$ cat src/rtl/ekf_stage_seq.sv
// Sequencer that launches one EKF stage engine at a time and captures its result bus on completion.
// Optional watchdog on the wait for done is built only when STAGE_TIMEOUT_EN is defined.
module ekf_stage_seq #(
    parameter int                 DW      = 16,
    parameter int                 NSTG    = 3,
    parameter int                 NRES    = 6,
    parameter int                 ROW_LEN = 10,
    parameter logic [NSTG-1:0]    LK_CHK  = NSTG'(3'b100),
    parameter int                 TO_CYC  = 1000
) (
    input  logic                  clk,
    input  logic                  sys_rst,
    input  logic [NSTG-1:0]       stage_val,
    output logic [NSTG-1:0]       stage_rdy,
    input  logic [ROW_LEN-1:0]    landmark_num,
    input  logic [ROW_LEN-1:0]    l_k,
    output logic [NSTG-1:0]       init,
    input  logic [NSTG-1:0]       done,
    input  logic [NRES*DW-1:0]    result,
    output logic [NRES*DW-1:0]    res_q,
    output logic                  res_vld,
    output logic [ROW_LEN-1:0]    lm_num_q,
    output logic [ROW_LEN-1:0]    lk_q,
    output logic [NSTG-1:0]       cur_stage,
    output logic                  err_lk,
    output logic                  err_to
);

    typedef enum logic [1:0] {IDLE, LAUNCH, WAIT} state_t;

    state_t          state, state_nxt;
    logic [NSTG-1:0] sel_oh;
    logic            lk_bad;
    logic            done_hit;
    logic            to_hit;
    logic            accept;
    logic            reject;
    logic            capture;
    logic            tmo;

    // Two's-complement trick isolates the lowest set request bit.
    assign sel_oh    = stage_val & (~stage_val + NSTG'(1));
    assign lk_bad    = (|(sel_oh & LK_CHK)) && (l_k >= landmark_num);
    assign done_hit  = |(done & cur_stage);
    assign stage_rdy = (state == IDLE && sys_rst) ? {NSTG{1'b1}} : {NSTG{1'b0}};

    always_comb begin
        state_nxt = state;
        accept    = 1'b0;
        reject    = 1'b0;
        capture   = 1'b0;
        tmo       = 1'b0;
        case (state)
            IDLE: begin
                if (|stage_val) begin
                    if (lk_bad) begin
                        reject = 1'b1;
                    end else begin
                        accept    = 1'b1;
                        state_nxt = LAUNCH;
                    end
                end
            end
            LAUNCH: state_nxt = WAIT;
            WAIT: begin
                if (done_hit) begin
                    capture   = 1'b1;
                    state_nxt = IDLE;
                end else if (to_hit) begin
                    tmo       = 1'b1;
                    state_nxt = IDLE;
                end
            end
            default: state_nxt = IDLE;
        endcase
    end

    always_ff @(posedge clk) begin
        if (!sys_rst) begin
            state <= IDLE;
        end else begin
            state <= state_nxt;
        end
    end

    always_ff @(posedge clk) begin
        if (!sys_rst) begin
            init      <= '0;
            res_q     <= '0;
            res_vld   <= 1'b0;
            lm_num_q  <= '0;
            lk_q      <= '0;
            cur_stage <= '0;
            err_lk    <= 1'b0;
        end else begin
            init    <= accept ? sel_oh : '0;
            err_lk  <= reject;
            res_vld <= capture;
            if (state == IDLE && (|stage_val)) begin
                lm_num_q <= landmark_num;
                lk_q     <= l_k;
            end
            if (accept) begin
                cur_stage <= sel_oh;
            end else if (capture || tmo) begin
                cur_stage <= '0;
            end
            if (capture) begin
                res_q <= result;
            end
        end
    end

`ifdef STAGE_TIMEOUT_EN
    localparam int CW = $clog2(TO_CYC + 1);
    logic [CW-1:0] to_cnt;

    // Count of completed WAIT cycles; expiry fires on the edge ending the TO_CYC-th one.
    assign to_hit = (to_cnt == CW'(TO_CYC - 1));

    always_ff @(posedge clk) begin
        if (!sys_rst) begin
            to_cnt <= '0;
            err_to <= 1'b0;
        end else begin
            err_to <= tmo;
            if (state == LAUNCH) begin
                to_cnt <= '0;
            end else if (state == WAIT) begin
                to_cnt <= to_cnt + CW'(1);
            end
        end
    end
`else
    localparam int to_cyc_unused = TO_CYC;
    assign to_hit = 1'b0;
    assign err_to = 1'b0;
`endif

endmodule

$ cat config.mk
export PLATFORM = sky130hd
export DESIGN_NAME = ekf_stage_seq
export DESIGN_NICKNAME = d
export VERILOG_FILES = /design/src/rtl/ekf_stage_seq.sv
export SDC_FILE = /design/constraint.sdc
export NUM_CORES = 1
export LEC_CHECK = 0
export BUFFER_PORTS_ARGS = -buffer_cell sky130_fd_sc_hd__buf_2
export CAP_MARGIN = 20
export CORE_ASPECT_RATIO = 0.7
export CORE_MARGIN = 10
export CORE_UTILIZATION = 40
export CTS_BUF_LIST = sky130_fd_sc_hd__clkbuf_4 sky130_fd_sc_hd__clkbuf_8
export DETAILED_ROUTE_END_ITERATION = 10
export PLACE_DENSITY = 0.74
export SLEW_MARGIN = 20
export SYNTH_ARGS = -nofsm -noshare
export SYNTH_HDL_FRONTEND = slang
export SYNTH_SLANG_ARGS = --single-unit
$ cat constraint.sdc
create_clock -name clk -period 1.95 [get_ports clk]
set_input_delay 0.0975 -clock clk [delete_from_list [all_inputs] [get_ports clk]]
set_output_delay 0.0975 -clock clk [all_outputs]
set_load 0.01 [all_outputs]
==> out/results.ini <==
[die]
io_pins = 252
dieArea_um2 = 17440
initial_utilization_pct = 40.53
row_count = 34
die_y_um = 113.5
dieWidth_um = 153.6
core-area_um2 = 12340

[yosys]
synth_edf_count = 0
syn-num-nets = 714
ys_types = 37
ys_ff_latch = 126
yosysWarnings = 0
syn-cell-area_um2 = 5000
synth_area_per_cell_um2 = 8.620
synth_cells = 580
synthArstFlopShare_pct = 0
synth-main-ff-cell = dfxtp_1
ys_seq_area_share_pct = 50.45

[routing]
drtIter0Drc = 258
dr.pass1.iters = 4
vias = 5221
avgViaCountPerCell = 4.695
wire_per_inst_um = 15.91
drc = 0
ant_nets = 0
drt_wl_total_um = 17690

[cells_and_area]
regArea_um2 = 2522
synthToLayoutAreaGrowth_pct = 59.03
nFillCells = 1024
drive_gt1_share_pct = 32.14
multi_input_area_um2 = 2191
nets = 1070

[pwr]
swShare_pct = 25.76
combPwrFrac_pct = 15.0
p_clk_share_pct = 39.7
power_frac_seq_pct = 45.2
p_leak_nw = 3.596
ir_drop_mv = 0.5452
p_switching_mw = 1.556
power.internal_mw = 4.483
power_density_nw_per_um2 = 759.4

[min_path]
hold_path.class = input port to register
worstHoldStart = stage_val[1]
holdPathStages = 4
min_to = init[2]$_SDFF_PN0_

[setup_path]
cp_max_fo = 3
r2r_start = state[0]$_SDFFE_PN0P_
cp-end-kind = register
timing.rr.end = init[1]$_SDFF_PN0_
rr_worst_depth = 4
startpoint = l_k[7]
start_kind = input port
r2r_setup_slack_ns = 0.16
cp_data_required_time_ns = 2.26
worstPathArrival_ns = 2.21
critical_path_class = input port to register

[placed_design]
io_buffers = 250
place_congestion = 0.8069
dpl.hpwl_um = 11400

[sta]
rsz0062_at_grt = no
period_share_pct = 97.74
finalHoldViolations = 0
final.setup.tns_ns = 0
maxSlewViolCount = 0
fmax_mhz = 524.7
skew_ns = 0.01673
fin_worst_hold_slack_ns = 0.06829
min_period_ns = 1.906
setup_viol = 0

[clock_network]
cts_root_buffer = clkbuf_8
postCtsSetupBuffers = 0
clockBufferDepth = 2
cts_buffers = 17
clk_latency_ns = 0.42
cts_sinks = 126
path_clk_slew_ns = 0.07
cts_htree_levels = 4
cts_tree = built

[global_routing]
grt_max_degree = 56
grt.overflow.total = 0
grt_pass1_wl_um = 28010
track_usage_pct = 19.43
antenna_found_initial = 1
grt_pass1_vias = 5281

[run_status]
outcome = finished clean

[job]
cap_violations = 0

-- cells in the mapped netlist, drive strengths merged, types with 2 or more instances --
cell      n  area [µm²]
a21boi  117       912.1
a21oi     4       23.77
and3      2       12.51
and4      2       17.52
buf      18       168.9
clkbuf   24       90.09
dfxtp   126        2522
ha       10       125.1
inv      11       41.29
nand2   236       885.9
nand2b    2       12.51
nand3     2       10.01
nor2      2       7.510
nor3      2       10.01
nor3b     3       27.52
o21ai     5       25.02
-- cells by family (layout without fill, tap and decap cells) --
kind of cell | Yosys count | count (layout) | synth area share, %
other | 1 | 2 | 0.07500
AND/OR/NAND/NOR | 255 | 255 | 20.25
buffers and inverters | 53 | 422 | 6.006
adder cells (fa/ha/maj) | 10 | 10 | 2.503
flip-flops | 126 | 126 | 50.45
AO/OA/AOI/OAI | 135 | 135 | 20.72
-- critical path: stages --
cell	delay, ns
dlygate4sd3_1	0.57
buf_2	0.14
ha_1	0.30
and4_1	0.24
a21oi_1	0.15
o21ai_1	0.11
or3_1	0.36
a41o_1	0.24
-- worst max path at each step --
stage / end
CTS: cur_stage[1]$_SDFFE_PN0P_
detailed placement: cur_stage[1]$_SDFFE_PN0P_
global route: state[0]$_SDFFE_PN0P_
finish: cur_stage[1]$_SDFFE_PN0P_
floorplan: cur_stage[2]$_SDFFE_PN0P_
global placement: cur_stage[1]$_SDFFE_PN0P_
-- stage by stage --
stage / worst slack (ns) / std cells / instance area (µm²) / power [mW] / utilization [%]
after global placement: 0.2348 / 960 / 6334 / 3.483 / 51.34
after floorplan: 0.3090 / 580 / 5000 / 3.157 / -
after detailed placement: 0.1756 / 960 / 6334 / 3.492 / 51.34
after global routing: 0.03804 / 1112 / 7951 / 6.315 / 64.45
final: 0.04415 / 1112 / 7951 / 6.039 / 64.45
after CTS: 0.1074 / 1111 / 7949 / 6.080 / 64.43
-- layout by cell type (no fill, tap or decap), types with 3 or more instances in the layout --
master,count
dfxtp_1,126
o21ai_0,4
ha_1,10
clkbuf_8,18
a21oi_1,3
buf_12,4
a21boi_0,105
buf_2,250
nand2_1,236
dlygate4sd3_1,119
clkinv_4,3
a21boi_1,3
inv_1,11
a21boi_2,9
buf_4,6
bufinv_16,3
clkinvlp_4,3
-- layout make-up --
class,count,area share (%)
antenna,1,0.03147
clock buffer,20,3.304
clock inverter,12,2.030
inverter,11,0.5193
multi-input combinational,401,27.55
sequential,126,31.72
tap,162,2.549
timing repair buffer,379,32.29
-- metal layers --
metal | GRT usage [%] | up-vias | share of wire [%]
met5 | 0 | - | 0
met3 | 8.349 | 26 | 8.7
li1 | - | 2598 | -
met2 | 32.99 | 195 | 49
met1 | 21.62 | 2402 | 41
met4 | 6.340 | 0 | 2.1
-- registers in the layout, indices dropped and copies added (netlist names) --
name,cells
state,2
err_lk,1
init,3
cur_stage,3
lm_num_q,10
res_vld,1
lk_q,10
res_q,96
-- timing repair --
action                                  4_1_cts  5_1_grt
endpoints found under the hold margin       119        0
endpoints found under the setup margin        0        1
hold buffers                                119        0
resized for setup                             0        1
-- power groups by stage --
stage / clock network [mW] / logic [mW] / registers, mW
after global placement: 0 / 0.700 / 2.78
after detailed placement: 0 / 0.705 / 2.79
final: 2.40 / 0.908 / 2.73
after global routing: 2.58 / 0.995 / 2.74
after CTS: 2.46 / 0.895 / 2.73
after floorplan: 0 / 0.326 / 2.83
Note: power is estimated with default switching activity, not from simulation.
